<file path="config.mk">
export PLATFORM = sky130hd
export DESIGN_NAME = bp_history_ctrl_flat
export DESIGN_NICKNAME = d
export VERILOG_FILES = /design/src/rtl/bp_history_ctrl_if.sv /design/src/rtl/bp_history_ctrl.sv /design/src/flat_wrapper.sv
export SDC_FILE = /design/constraint.sdc
export NUM_CORES = 1
export LEC_CHECK = 0
export BUFFER_PORTS_ARGS = -buffer_cell sky130_fd_sc_hd__buf_2
export CAP_MARGIN = 15
export CORE_ASPECT_RATIO = 0.8
export CORE_MARGIN = 8
export CORE_UTILIZATION = 46
export CTS_CLUSTER_DIAMETER = 120
export DETAILED_ROUTE_END_ITERATION = 10
export PLACE_DENSITY = 0.8
export SLEW_MARGIN = 20
export SYNTH_ARGS = -nofsm -noshare
export SYNTH_HDL_FRONTEND = slang
export SYNTH_SLANG_ARGS = --single-unit
export TNS_END_PERCENT = 5
</file>
<file path="constraint.sdc">
create_clock -name clk -period 5.46 [get_ports clk]
set_input_delay 0.273 -clock clk [delete_from_list [all_inputs] [get_ports clk]]
set_output_delay 0.273 -clock clk [all_outputs]
set_load 0.01 [all_outputs]
</file>
<file path="src/rtl/bp_history_ctrl_if.sv">
// bp_history_ctrl_if: fetch-side, resolve-side and PHT-update signals of the
// gshare history controller, bundled so the pipeline and the controller
// share one connection.
//
// Handshake semantics (valid/ready):
//   - A predicted branch is pushed on a clock edge where pred_fire && pred_ready.
//     pred_ready depends only on registered state, never on pred_fire.
//   - A resolution is consumed on a clock edge where resolve_valid is high
//     and at least one branch is in flight. With nothing in flight it is
//     silently ignored, so the resolve side has no ready signal.
//   - flush is a level sampled on the clock edge. It takes priority over a
//     push in the same cycle.
interface bp_history_ctrl_if #(
    parameter int GHR_WIDTH = 5
);
    // Fetch side
    logic [31:0]          fetch_pc;
    logic [GHR_WIDTH-1:0] index;
    logic                 pred_taken;
    logic                 pred_fire;
    logic                 pred_ready;
    // Resolve side
    logic                 resolve_valid;
    logic                 resolve_taken;
    logic                 flush;
    // PHT update and trace
    logic                 is_last_branch;
    logic                 is_last_taken;
    logic [GHR_WIDTH-1:0] last_index;
    logic                 mispredict;
    logic [GHR_WIDTH-1:0] spec_ghr_out;

    // Pipeline side: drives fetch/resolve requests and observes the update.
    modport master (
        output fetch_pc, pred_taken, pred_fire,
        output resolve_valid, resolve_taken, flush,
        input  index, pred_ready,
        input  is_last_branch, is_last_taken, last_index, mispredict,
        input  spec_ghr_out
    );

    // Controller side.
    modport slave (
        input  fetch_pc, pred_taken, pred_fire,
        input  resolve_valid, resolve_taken, flush,
        output index, pred_ready,
        output is_last_branch, is_last_taken, last_index, mispredict,
        output spec_ghr_out
    );
endinterface

</file>
<file path="src/rtl/bp_history_ctrl.sv">
// bp_history_ctrl: global-history manager for a gshare PHT.
//
// Fetch side: the lookup index is the speculative GHR XOR the fetch PC word
// bits. Every committed prediction is shifted into the speculative GHR, and
// its {index, predicted direction} is queued in a small in-flight FIFO.
//
// Resolve side: each ID resolution pops the oldest record. The commit GHR
// shifts by the real outcome, and a registered PHT update triple
// (is_last_branch, is_last_taken, last_index) is produced one cycle later.
// On a mispredict or a flush, the speculative GHR is rebuilt from the commit
// GHR and all younger in-flight records are discarded.
//
// Optional build macro:
//   BP_STAT_EN - adds the 32-bit counters stat_branches (accepted resolves)
//                and stat_mispredicts (mispredicted resolves). The counters
//                wrap, clear on reset and are unaffected by flush.
//
// Reset: synchronous, active-low (rst == 0 resets on posedge clk).
module bp_history_ctrl #(
    parameter int GHR_WIDTH  = 5,
    parameter int FIFO_DEPTH = 4
) (
    input  logic                  clk,
    input  logic                  rst,
    bp_history_ctrl_if.slave      bp
`ifdef BP_STAT_EN
    ,
    output logic [31:0]           stat_branches,
    output logic [31:0]           stat_mispredicts
`endif
);

    localparam int PTR_W = (FIFO_DEPTH > 1) ? $clog2(FIFO_DEPTH) : 1;
    localparam int CNT_W = PTR_W + 1;
    localparam logic [CNT_W-1:0] CNT_FULL = CNT_W'(FIFO_DEPTH);

    // ------------------------------------------------------------------
    // State
    // ------------------------------------------------------------------
    logic [GHR_WIDTH-1:0] spec_ghr_q,   spec_ghr_d;
    logic [GHR_WIDTH-1:0] commit_ghr_q, commit_ghr_d;
    logic [PTR_W-1:0]     head_q,       head_d;
    logic [PTR_W-1:0]     tail_q,       tail_d;
    logic [CNT_W-1:0]     count_q,      count_d;

    // In-flight record storage. It needs no reset: count_q qualifies it.
    logic [GHR_WIDTH-1:0] fifo_idx_q [FIFO_DEPTH];
    logic                 fifo_tk_q  [FIFO_DEPTH];

    // Registered PHT update outputs
    logic                 is_last_branch_q, is_last_branch_d;
    logic                 is_last_taken_q,  is_last_taken_d;
    logic [GHR_WIDTH-1:0] last_index_q,     last_index_d;
    logic                 mispredict_q,     mispredict_d;

    // ------------------------------------------------------------------
    // Fetch-side combinational terms
    // ------------------------------------------------------------------
    logic [GHR_WIDTH-1:0] index_w;
    logic                 pred_ready_w;
    logic                 push_ok;
    logic                 res_ok;
    logic                 res_wrong;
    logic                 push_commit;
    logic [GHR_WIDTH-1:0] head_idx;
    logic                 head_tk;
    logic [GHR_WIDTH-1:0] commit_shifted;

    // PC bits above and below the index field are not part of the hash.
    logic unused_pc_bits;
    assign unused_pc_bits = ^{bp.fetch_pc[31:GHR_WIDTH+2], bp.fetch_pc[1:0]};

    assign index_w      = spec_ghr_q ^ bp.fetch_pc[GHR_WIDTH+1:2];
    assign pred_ready_w = (count_q != CNT_FULL);

    assign head_idx = fifo_idx_q[head_q];
    assign head_tk  = fifo_tk_q[head_q];

    assign push_ok   = bp.pred_fire && pred_ready_w;
    assign res_ok    = bp.resolve_valid && (count_q != '0);
    assign res_wrong = res_ok && (head_tk != bp.resolve_taken);

    // A push is real only if no flush or mispredict squashes the fetch path
    // it came from in the same cycle.
    assign push_commit = push_ok && !bp.flush && !res_wrong;

    // Commit history extended by this cycle's outcome. It is the repair
    // value whenever a resolve coincides with a mispredict or flush.
    assign commit_shifted = {commit_ghr_q[GHR_WIDTH-2:0], bp.resolve_taken};

    // ------------------------------------------------------------------
    // Next-state for the history registers and FIFO bookkeeping
    // ------------------------------------------------------------------
    // Priority: flush > mispredict > normal push/pop.
    always_comb begin
        spec_ghr_d   = spec_ghr_q;
        commit_ghr_d = commit_ghr_q;
        head_d       = head_q;
        tail_d       = tail_q;
        count_d      = count_q;

        if (res_ok) begin
            commit_ghr_d = commit_shifted;
        end

        if (bp.flush) begin
            // Drop everything in flight and restart from architectural history.
            count_d     = '0;
            head_d      = tail_q;
            spec_ghr_d  = res_ok ? commit_shifted : commit_ghr_q;
        end else if (res_wrong) begin
            // Wrong direction: all younger records are on the wrong path.
            count_d     = '0;
            head_d      = tail_q;
            spec_ghr_d  = commit_shifted;
        end else begin
            if (push_ok) begin
                tail_d     = tail_q + PTR_W'(1);
                spec_ghr_d = {spec_ghr_q[GHR_WIDTH-2:0], bp.pred_taken};
            end
            if (res_ok) begin
                head_d = head_q + PTR_W'(1);
            end
            case ({push_ok, res_ok})
                2'b10:   count_d = count_q + CNT_W'(1);
                2'b01:   count_d = count_q - CNT_W'(1);
                default: count_d = count_q;
            endcase
        end
    end

    // ------------------------------------------------------------------
    // Next-state for the registered PHT update
    // ------------------------------------------------------------------
    // Strobes are single-cycle. Index and direction hold between updates.
    always_comb begin
        is_last_branch_d = 1'b0;
        mispredict_d     = 1'b0;
        is_last_taken_d  = is_last_taken_q;
        last_index_d     = last_index_q;

        if (res_ok) begin
            is_last_branch_d = 1'b1;
            is_last_taken_d  = bp.resolve_taken;
            last_index_d     = head_idx;
            mispredict_d     = res_wrong;
        end
    end

    // History, pointer and update-output registers
    always_ff @(posedge clk) begin
        if (!rst) begin
            spec_ghr_q       <= '0;
            commit_ghr_q     <= '0;
            head_q           <= '0;
            tail_q           <= '0;
            count_q          <= '0;
            is_last_branch_q <= 1'b0;
            is_last_taken_q  <= 1'b0;
            last_index_q     <= '0;
            mispredict_q     <= 1'b0;
        end else begin
            spec_ghr_q       <= spec_ghr_d;
            commit_ghr_q     <= commit_ghr_d;
            head_q           <= head_d;
            tail_q           <= tail_d;
            count_q          <= count_d;
            is_last_branch_q <= is_last_branch_d;
            is_last_taken_q  <= is_last_taken_d;
            last_index_q     <= last_index_d;
            mispredict_q     <= mispredict_d;
        end
    end

    // Capture the in-flight record at the tail on every committed push
    always_ff @(posedge clk) begin
        if (push_commit) begin
            fifo_idx_q[tail_q] <= index_w;
            fifo_tk_q[tail_q]  <= bp.pred_taken;
        end
    end

`ifdef BP_STAT_EN
    logic [31:0] stat_branches_q;
    logic [31:0] stat_mispredicts_q;

    // Resolve and mispredict counters. They wrap naturally and ignore flush.
    always_ff @(posedge clk) begin
        if (!rst) begin
            stat_branches_q    <= '0;
            stat_mispredicts_q <= '0;
        end else begin
            if (res_ok) begin
                stat_branches_q <= stat_branches_q + 32'd1;
            end
            if (res_wrong) begin
                stat_mispredicts_q <= stat_mispredicts_q + 32'd1;
            end
        end
    end

    assign stat_branches    = stat_branches_q;
    assign stat_mispredicts = stat_mispredicts_q;
`endif

    // ------------------------------------------------------------------
    // Outputs
    // ------------------------------------------------------------------
    assign bp.index          = index_w;
    assign bp.pred_ready     = pred_ready_w;
    assign bp.is_last_branch = is_last_branch_q;
    assign bp.is_last_taken  = is_last_taken_q;
    assign bp.last_index     = last_index_q;
    assign bp.mispredict     = mispredict_q;
    assign bp.spec_ghr_out   = spec_ghr_q;

endmodule

</file>
<file path="src/flat_wrapper.sv">
// flat-port wrapper written by rule: the top's interface ports become plain ports
module bp_history_ctrl_flat 
#(
    parameter int GHR_WIDTH  = 5,
    parameter int FIFO_DEPTH = 4
)
  (clk, rst, bp_fetch_pc, bp_pred_taken, bp_pred_fire, bp_resolve_valid, bp_resolve_taken, bp_flush, bp_index, bp_pred_ready, bp_is_last_branch, bp_is_last_taken, bp_last_index, bp_mispredict, bp_spec_ghr_out);
  bp_history_ctrl_if #(.GHR_WIDTH(GHR_WIDTH)) bp_i ();
  input  logic clk;
  input  logic rst;
  input wire logic [$bits(bp_i.fetch_pc)-1:0] bp_fetch_pc;
  input wire logic [$bits(bp_i.pred_taken)-1:0] bp_pred_taken;
  input wire logic [$bits(bp_i.pred_fire)-1:0] bp_pred_fire;
  input wire logic [$bits(bp_i.resolve_valid)-1:0] bp_resolve_valid;
  input wire logic [$bits(bp_i.resolve_taken)-1:0] bp_resolve_taken;
  input wire logic [$bits(bp_i.flush)-1:0] bp_flush;
  output wire logic [$bits(bp_i.index)-1:0] bp_index;
  output wire logic [$bits(bp_i.pred_ready)-1:0] bp_pred_ready;
  output wire logic [$bits(bp_i.is_last_branch)-1:0] bp_is_last_branch;
  output wire logic [$bits(bp_i.is_last_taken)-1:0] bp_is_last_taken;
  output wire logic [$bits(bp_i.last_index)-1:0] bp_last_index;
  output wire logic [$bits(bp_i.mispredict)-1:0] bp_mispredict;
  output wire logic [$bits(bp_i.spec_ghr_out)-1:0] bp_spec_ghr_out;
  assign bp_i.fetch_pc = bp_fetch_pc;
  assign bp_i.pred_taken = bp_pred_taken;
  assign bp_i.pred_fire = bp_pred_fire;
  assign bp_i.resolve_valid = bp_resolve_valid;
  assign bp_i.resolve_taken = bp_resolve_taken;
  assign bp_i.flush = bp_flush;
  assign bp_index = bp_i.index;
  assign bp_pred_ready = bp_i.pred_ready;
  assign bp_is_last_branch = bp_i.is_last_branch;
  assign bp_is_last_taken = bp_i.is_last_taken;
  assign bp_last_index = bp_i.last_index;
  assign bp_mispredict = bp_i.mispredict;
  assign bp_spec_ghr_out = bp_i.spec_ghr_out;
  bp_history_ctrl #(.GHR_WIDTH(GHR_WIDTH), .FIFO_DEPTH(FIFO_DEPTH)) u_core (.clk(clk), .rst(rst), .bp(bp_i));
endmodule
</file>
Word level (Yosys, flattened, before mapping)
Memory sizes are Yosys's and may differ from the RTL's. A register that Yosys moved wholly into a read port is not among the register bits.
Index checks and enable logic that the tools add are counted.
W data, S select, Z words.
Storage, ports and cells
  latch bits: 0
  input bits: 39
  flip-flop bits (word level): 20
  memory bits (writable): 24
  memories: 2
  bits in read-only memories: 0
  word-level logic and storage cells: 50
Cells by class
  $mul: 0
  equality and inequality tests: 4
  reduce and logical (&&, ||, !) cells: 15
  bitwise logic cells: 4
  order comparisons: 0
  divide/modulo/power cells: 0
  add/subtract/negate cells: 4
  multiplexer cells: 13
  shifts and indexed selects: 0
Memory list
  u_core.fifo_idx_q: words 4, bits a word 5, rd ports 1, clocked after Yosys merged registers in 1, write ports 1, RTL line bp_history_ctrl.sv:47  | logic [GHR_WIDTH-1:0] fifo_idx_q [FIFO_DEPTH];
  u_core.fifo_tk_q: words 4, bits a word 1, rd ports 1, clocked after Yosys merged registers in 1, write ports 1, RTL line bp_history_ctrl.sv:48  | logic fifo_tk_q [FIFO_DEPTH];
Operators by type and width (number)
  $mux W5: 4
  $mux W2: 5
  $reduce_bool A3 Y1: 3
  $pmux W3 S2: 1
  $logic_and A1 B1 Y1: 5
  $xor A5 B5 Y5: 1
  $add A2 B1 Y2 const B: 2
  $add A3 B1 Y3 const B: 1
  $logic_not A1 Y1: 3
  $mux W1: 3
  $ne A3 B3 Y1 const B: 1
  $not A1 Y1: 3
  $reduce_and A3 Y1: 1
  $reduce_or A3 Y1: 1
  $sub A3 B1 Y3 const B: 1
  $eq A2 B1 Y1 const B: 1
  $eq A2 B2 Y1 const B: 1
  $reduce_and A2 Y1: 1
  $reduce_bool A2 Y1: 1
  $ne A1 B1 Y1: 1

Longest topological paths before layout
  word-level depth: 7
  mapped depth: 11
  mapped depth without buffers: 9

Worst setup path before layout
Ideal clock, no wire load.
  path type: reg2reg
  from: register u_core.count_q[0]
  to: register u_core.count_q[1]
  stages on the path, launching flop included: 11
  arrival time: 2078 ps
  setup time: 64 ps
  slack: 3318 ps
  cells stage by stage: dfxtp_1 o31ai_1 inv_1 buf_2 buf_2 ha_1 inv_1 fa_1 nor2_1 a21oi_1 nor2_1
On the way
  cells in the longest elaborated chain, start to end: 4
  elaborated cells on any way between the ends: 12
RTL lines
  start: declaration: RTL line bp_history_ctrl.sv:44  | logic [CNT_W-1:0] count_q, count_d;
  start signal: assignment: RTL line bp_history_ctrl.sv:167  | count_q <= count_d;
  $ne A3 B3 Y1 or $reduce_bool A3 Y1 (tied branches): RTL line bp_history_ctrl.sv:74, bp_history_ctrl.sv:80
  $logic_and A1 B1 Y1, on equally long branches: RTL line bp_history_ctrl.sv:79, bp_history_ctrl.sv:80
  $eq A2 B1 Y1, or another cell as far along: RTL line bp_history_ctrl.sv:124  | case ({push_ok, res_ok})
  $pmux W3 S2, or another cell as far along: RTL line bp_history_ctrl.sv:124
Parallel ways exist; a longest one is shown, timed or not.
A chain may end at the register's enable or synchronous reset.

Worst setup path after layout
  from: register u_core.count_q[0]
  to: register u_core.count_q[2]
Same word-level chain as after synthesis.

==> results_dict.tcl <==
set metrics [dict create \
    status "completed" \
    grt_max_degree 28 \
    cp-start-kind "flip-flop" \
    gr-total-overflow 0 \
    place_congestion 0.7736 \
    slew_violations 0 \
    worst_path_largest_cell_delay_ns 0.54 \
    grt_pass1_wl_um 6679 \
    crit_chain "o31ai_1, buf_4, inv_1, ha_1, inv_1, fa_1, xor2_1, nor2_1, xnor2_1, nor2_1" \
    hold_path.class "in -> reg" \
    rows 22 \
    r2r-end "u_core.count_q[2]$_SDFFE_PP0P_" \
    synthFlopType "dfxtp_1" \
    route.detailed.drc 0 \
    finalSetupViolations 0 \
    netlist_area_um2 2177 \
    crit_fanout 21 \
    start_util_pct 47.65 \
    clockRootBuffer "clkbuf_8" \
    dp_hpwl_um 2892 \
    final_antenna_net_count 0 \
    syn_area_per_cell_um2 12.09 \
    ctsResizeCount 0 \
    p_leak_nw 0.9526 \
    critPathSlowestCell "inv_1" \
    synth.area.top_cells "edfxtp_1 (33%), dfxtp_1 (25%), mux4_2 (6.2%)" \
    slew_headroom_pct 38.69 \
    skew_ns 0.008468 \
    max_slew.worst_pin.slew_ns 0.9166 \
    max_freq_mhz 400.3 \
    area_delta_synth_final_pct 13.28 \
    firstDrtPassIters 4 \
    cp.arrival_ns 2.70 \
    drt-initial-drc-count 75 \
    reg2reg_depth 10 \
    min_period_over_period_pct 45.75 \
    ctsHoldBuffers 0 \
    yosysUniqueCellTypes 34 \
    cts.sinks 51 \
    clk_latency_ns 0.31 \
    seq_area_frac_synth_pct 57.93 \
    r2r_slack_ns 2.96 \
    ys_ff_latch 51 \
    whs_ns 0.2140 \
    p_per_area_nw_per_um2 309.3 \
    synth_warnings 0 \
    die_height_um 77.53 \
    hold_path_end "u_core.fifo_tk_q[1]$_DFFE_PP_" \
    io_buffer_count 30 \
    worstHoldStart "bp_pred_taken" \
    clock_path_buffers 2 \
    layout.nets 252 \
    final_hold_viol_count 0 \
    post-route-min-period_ns 2.498 \
    cap_violations 0 \
    post-route-cell-area_um2 2466 \
    antenna_found_initial 0 \
    vias_per_cell 5.190 \
    grtUsageTotal_pct 12.01 \
    grt_pass1_vias 1371 \
    coreArea_um2 4569 \
    htree_levels 2 \
    ios 58 \
    wirelength_um 4023 \
    synth_top_cell_by_area "edfxtp_1" \
    path_clk_slew_ns 0.09 \
    ir_drop_mv 0.1360 \
    async_reset_ff_share_pct 0 \
    design.die.area_um2 7204 \
    endpoint_kind "flip-flop" \
    synth_edf_count 24 \
    die_w_um 92.92 \
    whs_path_depth 1 \
    cts_tree "built" \
    r2r_start "u_core.count_q[0]$_SDFFE_PP0P_" \
    synth_cells 180 \
    synth_nets 225 \
    rsz0062_at_grt "false" \
    num_vias 1391 \
    routedWlPerCell_um 15.01 \
    critPathKind "reg -> reg" \
    tns_ns 0 \
    cp.required_ns 5.66 \
    antenna_cells 0 \
    cts_setup_buffers 0 \
    numCtsBuffers 5 \
    drive_gt1_share_pct 25.48 \
    place_area_um2 2359 \
    synth.top_cell.area_share_pct 33.10 \
]
[metal layers]
layer	vias to the layer above	GRT usage, %	part of all wire, %
met5	-	0	0
met4	0	3.852	1.2
met3	5	4.904	7.8
met2	37	18.34	44
met1	660	15.08	47
li1	689	-	-
[cells in the mapped netlist (6+ instances only)]
cell,instances
nand2_1,27
mux4_2,6
xor2_1,9
edfxtp_1,24
inv_1,6
dfxtp_1,27
a21oi_1,7
a21boi_0,8
nand3_1,6
clkbuf_1,7
[worst max path at each step]
| stage | cells after the start | startpoint | end |
|---|---|---|---|
| final | 10 | u_core.count_q[0]$_SDFFE_PP0P_ | u_core.count_q[2]$_SDFFE_PP0P_ |
| after global placement | 10 | u_core.count_q[0]$_SDFFE_PP0P_ | u_core.count_q[2]$_SDFFE_PP0P_ |
| after detailed placement | 10 | u_core.count_q[0]$_SDFFE_PP0P_ | u_core.count_q[2]$_SDFFE_PP0P_ |
| after floorplan | 10 | u_core.count_q[0]$_SDFFE_PP0P_ | u_core.count_q[1]$_SDFFE_PP0P_ |
| after CTS | 10 | u_core.count_q[0]$_SDFFE_PP0P_ | u_core.count_q[2]$_SDFFE_PP0P_ |
| after global routing | 10 | u_core.count_q[1]$_SDFFE_PP0P_ | u_core.count_q[2]$_SDFFE_PP0P_ |
[cells by family after synthesis]
kind of cell	share of synthesized area [%]
xor+xnor	4.426
simple gates	11.49
fa+ha+maj	3.793
flops	57.93
mux	8.046
compound gates	10.92
buf+inv	3.391
[state kept, by name, indices dropped and copies added, names as in the netlist, named ones only]
register                  flops
u_core.bp.is_last_branch      1
u_core.bp.mispredict          1
u_core.commit_ghr_q           5
u_core.bp.last_index          5
u_core.fifo_tk_q              4
u_core.count_q                3
u_core.bp.spec_ghr_out        5
u_core.bp.is_last_taken       1
u_core.head_q                 2
u_core.fifo_idx_q            20
u_core.tail_q                 2
[cell usage in the layout, fill, tap and decap left out, drive strengths merged]
| cell type | netlist | layout |
|---|---|---|
| mux2i | 4 | 4 |
| o21ai | 2 | 2 |
| o221a | 1 | 1 |
| a21boi | 8 | 8 |
| a21oi | 7 | 7 |
| ha | 5 | 5 |
| xnor2 | 2 | 2 |
| and2 | 7 | 7 |
| fa | 1 | 1 |
| a31oi | 1 | 1 |
| mux4 | 6 | 6 |
| o211a | 1 | 1 |
| a221o | 1 | 1 |
| dfxtp | 27 | 27 |
| bufinv | 0 | 1 |
| edfxtp | 24 | 24 |
| a31o | 4 | 4 |
| nor3b | 1 | 1 |
| nand2 | 27 | 27 |
| nand3 | 6 | 6 |
| nor2 | 5 | 5 |
| inv | 6 | 6 |
| a211oi | 1 | 1 |
| o31ai | 1 | 1 |
| o22ai | 4 | 4 |
| clkinv | 0 | 2 |
| or3b | 1 | 1 |
| clkbuf | 7 | 5 |
| buf | 4 | 31 |
| xor2 | 9 | 9 |
| nor4 | 1 | 1 |
| nor2b | 5 | 5 |
| o21a | 1 | 1 |
[through the flow]
| step | utilization, % | setup slack, ns | total power (W) | cells |
|---|---|---|---|---|
| 3_5_place_dp | 51.62 | 2.970 | 0.0005174 | 260 |
| 5_1_grt | 53.97 | 2.768 | 0.0007977 | 268 |
| 4_1_cts | 53.97 | 2.955 | 0.0007700 | 268 |
| 6_report | 53.97 | 2.962 | 0.0007627 | 268 |
| 3_3_place_gp | 51.62 | 3.005 | 0.0005150 | 260 |
| 2_1_floorplan | - | 3.318 | 0.0004924 | 180 |
[power breakdown]
part | internal [W] | switching (W)
combinational | 0.0000340 | 0.0000470
clock | 0.000134 | 0.000120
sequential | 0.000416 | 0.0000112
[worst max-delay path: cells and delay by family (launching register included)]
family,cells,cell delay (ns)
buffers and inverters,3,0.79
adders and majority gates,2,0.67
DFF,1,0.39
xor gates and xnor gates,2,0.28
and+or+nand+nor,2,0.17
AOI/OAI and AO/OA,1,0.09
[cell type report]
type                    instances  area (µm²)
multi-input cells             112       842.1
clock buffers                   5       68.82
clock inverters                 3       38.79
fillers                       402        2103
well taps                      60       75.07
flip-flops and latches         51        1261
repair buffers                 31       157.7
inverters                       6       22.52
Power figures use the tool's default switching activity.
